===== config.mk =====
export PLATFORM = sky130hd
export DESIGN_NAME = step_pulse_timer_flat
export DESIGN_NICKNAME = d
export VERILOG_FILES = /design/src/rtl/step_pulse_timer_if.sv /design/src/rtl/step_pulse_timer.sv /design/src/flat_wrapper.sv
export SDC_FILE = /design/constraint.sdc
export NUM_CORES = 1
export LEC_CHECK = 0
export BUFFER_PORTS_ARGS = -buffer_cell sky130_fd_sc_hd__buf_2
export CAP_MARGIN = 20
export CORE_MARGIN = 3
export CORE_UTILIZATION = 45
export CTS_CLUSTER_DIAMETER = 50
export CTS_CLUSTER_SIZE = 40
export DETAILED_ROUTE_END_ITERATION = 16
export PLACE_DENSITY_LB_ADDON = 0.2
export SLEW_MARGIN = 20
export SYNTH_ARGS = -nofsm -noshare
export SYNTH_HDL_FRONTEND = slang
export SYNTH_SLANG_ARGS = --single-unit

===== constraint.sdc =====
create_clock -name clock -period 5.8 [get_ports clock]
set_input_delay 1.16 -clock clock [delete_from_list [all_inputs] [get_ports clock]]
set_output_delay 1.16 -clock clock [all_outputs]
set_load 0.01 [all_outputs]

===== src/rtl/step_pulse_timer_if.sv =====
// Control/status bundle for step_pulse_timer: move request, timing setup and step/status outputs.
// The master drives the move request; the slave is the timer itself.
interface step_pulse_timer_if #(
  parameter int PRESCALE_W = 8,
  parameter int PERIOD_W   = 16,
  parameter int COUNT_W    = 16
);
  logic                  start;
  logic                  stop;
  logic                  dir_in;
  logic [PRESCALE_W-1:0] prescale;
  logic [PERIOD_W-1:0]   period;
  logic [COUNT_W-1:0]    step_count;
  logic                  irq_clear;
  logic                  step_out;
  logic                  dir_out;
  logic                  busy;
  logic                  done;
  logic [COUNT_W-1:0]    steps_remaining;
  logic                  irq;

  modport master (
    output start, stop, dir_in, prescale, period, step_count, irq_clear,
    input  step_out, dir_out, busy, done, steps_remaining, irq
  );

  modport slave (
    input  start, stop, dir_in, prescale, period, step_count, irq_clear,
    output step_out, dir_out, busy, done, steps_remaining, irq
  );
endinterface


===== src/rtl/step_pulse_timer.sv =====
// Motor step generator: prescaler + period counter issue a fixed number of step pulses.
// Optional sticky completion interrupt enabled with `define STEP_PULSE_TIMER_IRQ_EN.
module step_pulse_timer #(
  parameter int PRESCALE_W   = 8,
  parameter int PERIOD_W     = 16,
  parameter int COUNT_W      = 16,
  parameter int PULSE_CYCLES = 4
) (
  input  logic               clock,
  input  logic               reset,
  step_pulse_timer_if.slave  bus
);
  localparam int PCW = $clog2(PULSE_CYCLES + 1);

  typedef enum logic [1:0] {IDLE, RUN, DRAIN, DONE} state_t;

  state_t                state_q, state_d;
  logic [PRESCALE_W-1:0] prescale_q, prescale_d;
  logic [PRESCALE_W-1:0] pc_q, pc_d;
  logic [PERIOD_W-1:0]   period_q, period_d;
  logic [PERIOD_W-1:0]   qc_q, qc_d;
  logic [COUNT_W-1:0]    steps_q, steps_d;
  logic [PCW-1:0]        pulse_q, pulse_d;
  logic                  ev_q, ev_d;
  logic                  dir_q, dir_d;
  logic                  step_out_q, step_out_d;
  logic                  busy_q, busy_d;
  logic                  done_q, done_d;
  logic                  tick;

  always_comb begin
    state_d    = state_q;
    prescale_d = prescale_q;
    pc_d       = pc_q;
    period_d   = period_q;
    qc_d       = qc_q;
    steps_d    = steps_q;
    dir_d      = dir_q;
    ev_d       = 1'b0;
    tick       = (pc_q == prescale_q);

    // A step event is registered first; the pulse timer restarts one edge later.
    if (ev_q)
      pulse_d = PCW'(PULSE_CYCLES);
    else if (pulse_q != '0)
      pulse_d = pulse_q - PCW'(1);
    else
      pulse_d = '0;

    case (state_q)
      IDLE: begin
        if (bus.start && !bus.stop) begin
          prescale_d = bus.prescale;
          period_d   = (bus.period == '0) ? PERIOD_W'(1) : bus.period;
          steps_d    = bus.step_count;
          dir_d      = bus.dir_in;
          pc_d       = '0;
          qc_d       = '0;
          state_d    = RUN;
        end
      end
      RUN: begin
        // Stop beats a coincident step event; an empty move drains straight away.
        if (bus.stop || steps_q == '0) begin
          state_d = DRAIN;
        end else begin
          pc_d = tick ? '0 : pc_q + PRESCALE_W'(1);
          if (tick) begin
            if (qc_q == period_q - PERIOD_W'(1)) begin
              qc_d    = '0;
              ev_d    = 1'b1;
              steps_d = steps_q - COUNT_W'(1);
              if (steps_q == COUNT_W'(1))
                state_d = DRAIN;
            end else begin
              qc_d = qc_q + PERIOD_W'(1);
            end
          end
        end
      end
      DRAIN: begin
        if (!ev_q && pulse_d == '0)
          state_d = DONE;
      end
      DONE: begin
        state_d = IDLE;
      end
      default: state_d = IDLE;
    endcase

    step_out_d = (pulse_d != '0);
    busy_d     = (state_q == RUN || state_q == DRAIN) && (state_d != DONE);
    done_d     = (state_d == DONE);
  end

  always_ff @(posedge clock) begin
    if (reset) begin
      state_q    <= IDLE;
      prescale_q <= '0;
      pc_q       <= '0;
      period_q   <= '0;
      qc_q       <= '0;
      steps_q    <= '0;
      pulse_q    <= '0;
      ev_q       <= 1'b0;
      dir_q      <= 1'b0;
      step_out_q <= 1'b0;
      busy_q     <= 1'b0;
      done_q     <= 1'b0;
    end else begin
      state_q    <= state_d;
      prescale_q <= prescale_d;
      pc_q       <= pc_d;
      period_q   <= period_d;
      qc_q       <= qc_d;
      steps_q    <= steps_d;
      pulse_q    <= pulse_d;
      ev_q       <= ev_d;
      dir_q      <= dir_d;
      step_out_q <= step_out_d;
      busy_q     <= busy_d;
      done_q     <= done_d;
    end
  end

  assign bus.step_out        = step_out_q;
  assign bus.dir_out         = dir_q;
  assign bus.busy            = busy_q;
  assign bus.done            = done_q;
  assign bus.steps_remaining = steps_q;

`ifdef STEP_PULSE_TIMER_IRQ_EN
  logic irq_q, irq_d;

  // Completion set takes priority over a coincident clear.
  always_comb begin
    irq_d = (state_d == DONE) || (irq_q && !bus.irq_clear);
  end

  always_ff @(posedge clock) begin
    if (reset)
      irq_q <= 1'b0;
    else
      irq_q <= irq_d;
  end

  assign bus.irq = irq_q;
`else
  logic irq_clear_unused;
  assign irq_clear_unused = bus.irq_clear;
  assign bus.irq          = 1'b0;
`endif
endmodule


===== src/flat_wrapper.sv =====
// flat-port wrapper written by rule: the top's interface ports become plain ports
module step_pulse_timer_flat 
#(
  parameter int PRESCALE_W   = 8,
  parameter int PERIOD_W     = 16,
  parameter int COUNT_W      = 16,
  parameter int PULSE_CYCLES = 4
)
  (clock, reset, bus_start, bus_stop, bus_dir_in, bus_prescale, bus_period, bus_step_count, bus_irq_clear, bus_step_out, bus_dir_out, bus_busy, bus_done, bus_steps_remaining, bus_irq);
  step_pulse_timer_if #(.PRESCALE_W(PRESCALE_W), .PERIOD_W(PERIOD_W), .COUNT_W(COUNT_W)) bus_i ();
  input  logic clock;
  input  logic reset;
  input wire logic [$bits(bus_i.start)-1:0] bus_start;
  input wire logic [$bits(bus_i.stop)-1:0] bus_stop;
  input wire logic [$bits(bus_i.dir_in)-1:0] bus_dir_in;
  input wire logic [$bits(bus_i.prescale)-1:0] bus_prescale;
  input wire logic [$bits(bus_i.period)-1:0] bus_period;
  input wire logic [$bits(bus_i.step_count)-1:0] bus_step_count;
  input wire logic [$bits(bus_i.irq_clear)-1:0] bus_irq_clear;
  output wire logic [$bits(bus_i.step_out)-1:0] bus_step_out;
  output wire logic [$bits(bus_i.dir_out)-1:0] bus_dir_out;
  output wire logic [$bits(bus_i.busy)-1:0] bus_busy;
  output wire logic [$bits(bus_i.done)-1:0] bus_done;
  output wire logic [$bits(bus_i.steps_remaining)-1:0] bus_steps_remaining;
  output wire logic [$bits(bus_i.irq)-1:0] bus_irq;
  assign bus_i.start = bus_start;
  assign bus_i.stop = bus_stop;
  assign bus_i.dir_in = bus_dir_in;
  assign bus_i.prescale = bus_prescale;
  assign bus_i.period = bus_period;
  assign bus_i.step_count = bus_step_count;
  assign bus_i.irq_clear = bus_irq_clear;
  assign bus_step_out = bus_i.step_out;
  assign bus_dir_out = bus_i.dir_out;
  assign bus_busy = bus_i.busy;
  assign bus_done = bus_i.done;
  assign bus_steps_remaining = bus_i.steps_remaining;
  assign bus_irq = bus_i.irq;
  step_pulse_timer #(.PRESCALE_W(PRESCALE_W), .PERIOD_W(PERIOD_W), .COUNT_W(COUNT_W), .PULSE_CYCLES(PULSE_CYCLES)) u_core (.clock(clock), .reset(reset), .bus(bus_i));
endmodule

**After elaboration in Yosys (flattened, before gate mapping)**

Cells that the tools add are included.

- Register bits: 74
- Input port bits: 46
- Output and inout port bits: 21
- Logic and storage cells: 75

- Add/sub/neg operators: 5
- Eq/ne operators: 12
- Multiplexer cells: 25
- Bitwise logic cells: 2
- Reductions and logical operators: 19

Operator list:

| kind | number |
|---|---|
| $mux 16 | 9 |
| $pmux 16 s2 | 2 |
| $logic_not 16->1 | 2 |
| $sub 16x1->16 const B | 2 |
| $mux 8 | 3 |
| $add 16x1->16 const B | 1 |
| $eq 16x1->1 const B | 1 |
| $eq 16x16->1 | 1 |
| $pmux 8 s2 | 1 |
| $mux 2 | 6 |
| $add 8x1->8 const B | 1 |
| $eq 8x8->1 | 1 |
| $pmux 2 s4 | 1 |
| $eq 2x2->1 const B | 3 |
| $mux 3 | 2 |
| $ne 2x1->1 const B | 3 |
| $reduce_bool 3->1 | 2 |
| $reduce_and 5->1 | 1 |
| $ne 2x2->1 const B | 2 |
| $reduce_and 4->1 | 1 |
| $reduce_or 4->1 | 1 |
| $logic_and 1x1->1 | 3 |
| $logic_not 3->1 | 1 |
| $reduce_and 3->1 | 1 |
| other kinds (9) | 12 |

**Depth between registers and ports, before layout**

- Depth after elaboration: 9
- Mapped depth: 12
- Depth with buffers taken out: 10

**Worst setup path after synthesis**

Ideal clock, no wire load.

- Path type: input port to flip-flop
- From: input bus_start
- To: register u_core.steps_q[13] (netlist: u_core.bus.steps_remaining[13])
- Setup time: 0.117 ns
- Data arrival time: 2.811 ns
- Data required time: 5.683 ns
- Path slack: 2.872 ns
- Stages on the path: 8
- Path buffers: 2
- Path through: nor2b_1 > and2_1 > clkbuf_1 > a41o_1 > buf_2 > nand2_4 > o31a_1 > o22a_1

- Cells in the longest elaborated chain, start to end: 3

Ends and longest elaborated chain:

| what | RTL line | RTL |
|---|---|---|
| start: declaration | flat_wrapper.sv:13 | `input wire logic [$bits(bus_i.start)-1:0] bus_start;` |
| $logic_and 1x1->1 | step_pulse_timer.sv:52 | `if (bus.start && !bus.stop) begin` |
| $ne 2x1->1 (no line) | n/a |  |
| $reduce_and 5->1 (no line) | n/a |  |
| end signal: assignment | step_pulse_timer.sv:116 | `steps_q <= steps_d;` |
| end: declaration | step_pulse_timer.sv:22 | `logic [COUNT_W-1:0] steps_q, steps_d;` |

Every way passes these cells.
A chain may end at the register's enable or synchronous reset.

**Final worst setup path**

- From: register u_core.period_q[0]
- To: register u_core.steps_q[9] (netlist: u_core.bus.steps_remaining[9])

- Cells in the longest elaborated chain, start to end: 4

Ends and longest elaborated chain:

| what | RTL line | RTL |
|---|---|---|
| start: declaration | step_pulse_timer.sv:20 | `logic [PERIOD_W-1:0] period_q, period_d;` |
| start signal: assignment | step_pulse_timer.sv:114 | `period_q <= period_d;` |
| $sub 16x1->16 | step_pulse_timer.sv:69 | `if (qc_q == period_q - PERIOD_W'(1)) begin` |
| $eq 16x16->1 | step_pulse_timer.sv:69 |  |
| $ne 2x1->1 (no line) | n/a |  |
| $reduce_and 5->1 (no line) | n/a |  |

Every way passes these cells.

==> metrics <==
relative slew slack=0.338; Int Power=1.12 mW; hold path cells=2; Largest stage delay, worst path=about 0.71 ns; Critical Path Start Type=flip-flop; R2R setup slack=2.19 ns; Final setup viols=0; Placed Area=between 0.004 and 0.005 mm2; commonest cells in the synthesized netlist=dfxtp_1 (74), nand2_1 (66), nor2_1 (51); wire per inst=14.7 um; worst flop-to-flop path startpoint=u_core.period_q[0]; crit-path cells=inv_1 -> ha_1 -> nor4b_1 -> nor4bb_1 -> xnor2_1 -> o2111ai_1 -> nor4b_2 -> buf_4 -> and2_1 -> a211oi_1 -> a211oi_1; chip height=~100 um; first-pass GRT wire length=16.6 mm; status=finished clean; Top Ports=67; Warnings, synthesis=0; clk_lat worst skew=0.35 ns; CTS tree=built; worst hold path endpoint=u_core.bus.dir_out; All-Layer GR Usage=0.201; register bit count reported by yosys=74; clk_skew=0.0135 ns; Max Clk Rate=0.277 GHz; register area share after synthesis=0.364; Post-DP HPWL=6.96 mm; Iter 0 DRT Violations=141; most frequent cell after synthesis=dfxtp_1; Seq pwr share=0.352; # rows=34; post-CTS setup buffer count=0; Final min period=3.61 ns; largest net degree at the start of global routing=48; Synth Cell Area=0.00407 mm2; IO Port Bufs=64; Pleak=1.88 nW; Slew Viols, Final=0; clock-pin slew of the registers on the worst-case setup and hold paths=0.08 ns; Core Region=0.00876 mm2; Die W=101 um; Final Hold Vio Count=0; Synth Instances=a little over 500; final core occ=0.530; Initial Utilization=0.465; Async SR Flop Fraction=0; reg2reg end=u_core.bus.steps_remaining[9]; clock sinks=74; sw power=approximately 0.73 mW; Clock power frac=0.246; actual slew at the worst max-slew pin=0.967 ns; worst-path maximum fanout=11; Max Cap Viol=0; Top FF cell, synth=dfxtp_1; syn avg cell area=8.06 um2; CTS H-tree lvls=3; clock buffer count from CTS=9; First-pass DRT Iterations=4; R2R cell count=11; Comb pwr share=0.402; CP Data Arrival Time=3.86 ns; PostCTS Resize Cnt=0; Finished Cell Area=0.00464 mm2; RSZ-0062 raised after global routing=false; vias in the first global route=3,525; routability cong.=between 0.8 and 0.9; synthesis-to-finish area growth=13.9%; Ant. Diodes=0; Worst EP required=6.05 ns; Synth top area share=0.364; critical path type=flip-flop to flip-flop; root buffer cell=clkbuf_8; synthesized net count=between 500 and 600; vias per cell=5.54; Hold Buf Count CTS=0; CP endpoint kind=flip-flop; Post-DRT Antenna Nets=0; GRT overflow=0; period utilisation layout=0.622; Yosys top cell by area=dfxtp_1; vias=3,703; Hold Crit Class=flip-flop to flip-flop; Pwr per Cell Area=approximately 400 mW/mm2; area occupied by multi-input gates=between 0.002 and 0.0025 mm2; ranking of synthesized cells by area=dfxtp_1 (36%), nand2_1 (6.1%), xnor2_1 (5.4%), xor2_1 (5.2%), nor2_1 (4.7%); layout cells sized above 1=0.164; Die ar.=0.0102 mm2; DRT Wirelength=9.79 mm; Layout Nets=611; CP most frequent cell=a211oi_1; switch share=0.396; min-delay src=u_core.bus.dir_out; fillers=863; number of flops mapped to enable cells by yosys=0; initial antenna violation count=0; Clock Tree Buf Depth=2; register area=roughly 0.0015 mm2; TNS Setup=0 ns; drt drc=0; crit path max-delay cell type=nor4b_1; Netlist cell types=between 60 and 70; Peak supply drop=0.000218 V
cell type report:
class                   count  area share
flip-flops and latches     74       0.319
clock inverters             7      0.0216
inverters                  16      0.0129
clock buffers               9      0.0267
well taps                 108      0.0291
repair buffers             65      0.0706
multi-input cells         389       0.520
flip-flops by register name (all words and copies together), names as in the netlist:
signal	cells
u_core.bus.dir_out	1
u_core.qc_q	16
u_core.bus.steps_remaining	16
u_core.state_q	2
u_core.bus.busy	1
u_core.bus.done	1
u_core.period_q	16
u_core.pulse_q	3
u_core.pc_q	8
u_core.prescale_q	8
u_core.ev_q	1
u_core.bus.step_out	1
power groups by stage:
stage / clock network [mW] / registers (mW) / logic, mW
CTS: 0.461 / 0.649 / 0.741
finish: 0.454 / 0.651 / 0.743
global route: 0.488 / 0.664 / 0.834
floorplan: 0 / 0.655 / 0.561
detailed placement: 0 / 0.660 / 0.736
global placement: 0 / 0.657 / 0.720
critical path, delay by kind of cell, from the launching register on:
family,cells,cell delay [ns]
AO/OA/AOI/OAI,3,0.51
adder cells (fa/ha/maj),1,0.25
XOR/XNOR,1,0.17
buffers and inverters,2,0.36
flip-flops,1,0.37
AND/OR/NAND/NOR,4,1.84
layout by cell type, fill, tap and decap left out, drive strengths merged, types with 3 or more instances in the layout:
cell and count:
dfxtp 74, ha 10, inv 18, nand2b 3, and3 8, and4 5
nand4 11, nand2 68, or3 6, nand3 16, xor2 24, o211ai 3
nor2 51, clkbuf 9, a211oi 8, or4 4, buf 65, o21a 7
mux2i 8, nor3 17, nor4 13, xnor2 25, nor2b 5, a31oi 8
clkinv 3, a21oi 35, and2 7, o21ai 12
cell families (layout without fill, tap and decap cells):
kind of cell    Yosys count  after routing  share of synthesized area
compound gates           95             95                      0.152
simple gates            226            226                      0.283
other cells               1              1                   0.000921
mux                       8              8                     0.0197
xor+xnor                 49             49                      0.105
buf+inv                  42             97                     0.0445
fa+ha+maj                10             10                     0.0307
flops                    74             74                      0.364
metrics by stage:
step	hold WS (ns)	power (mW)	setup slack, ns	std cells
2_1_floorplan	0.442	1.22	2.87	505
3_3_place_gp	0.439	1.38	2.26	652
3_5_place_dp	0.446	1.40	2.23	652
4_1_cts	0.458	1.85	2.26	668
5_1_grt	0.479	1.99	1.75	668
6_report	0.453	1.85	2.19	668
worst max path at each step:
stage                             startpoint                              to  slack [ns]  depth (start not counted)
after detailed placement            bus_stop                 u_core.qc_q[10]        2.23                          8
after global routing      u_core.period_q[0]   u_core.bus.steps_remaining[9]        1.75                         11
after global placement              bus_stop                 u_core.qc_q[15]        2.26                          8
after CTS                 u_core.period_q[0]   u_core.bus.steps_remaining[9]        2.26                         11
final                     u_core.period_q[0]   u_core.bus.steps_remaining[9]        2.19                         11
after floorplan                    bus_start  u_core.bus.steps_remaining[13]        2.87                          8
layer usage:
layer,vias to the layer above,GRT usage,share of wire
li1,1885,-,-
met1,1726,0.271,0.47
met2,79,0.315,0.47
met3,13,0.0427,0.042
met4,0,0.0746,0.014
met5,-,0,0
Power figures use the tool's default switching activity.
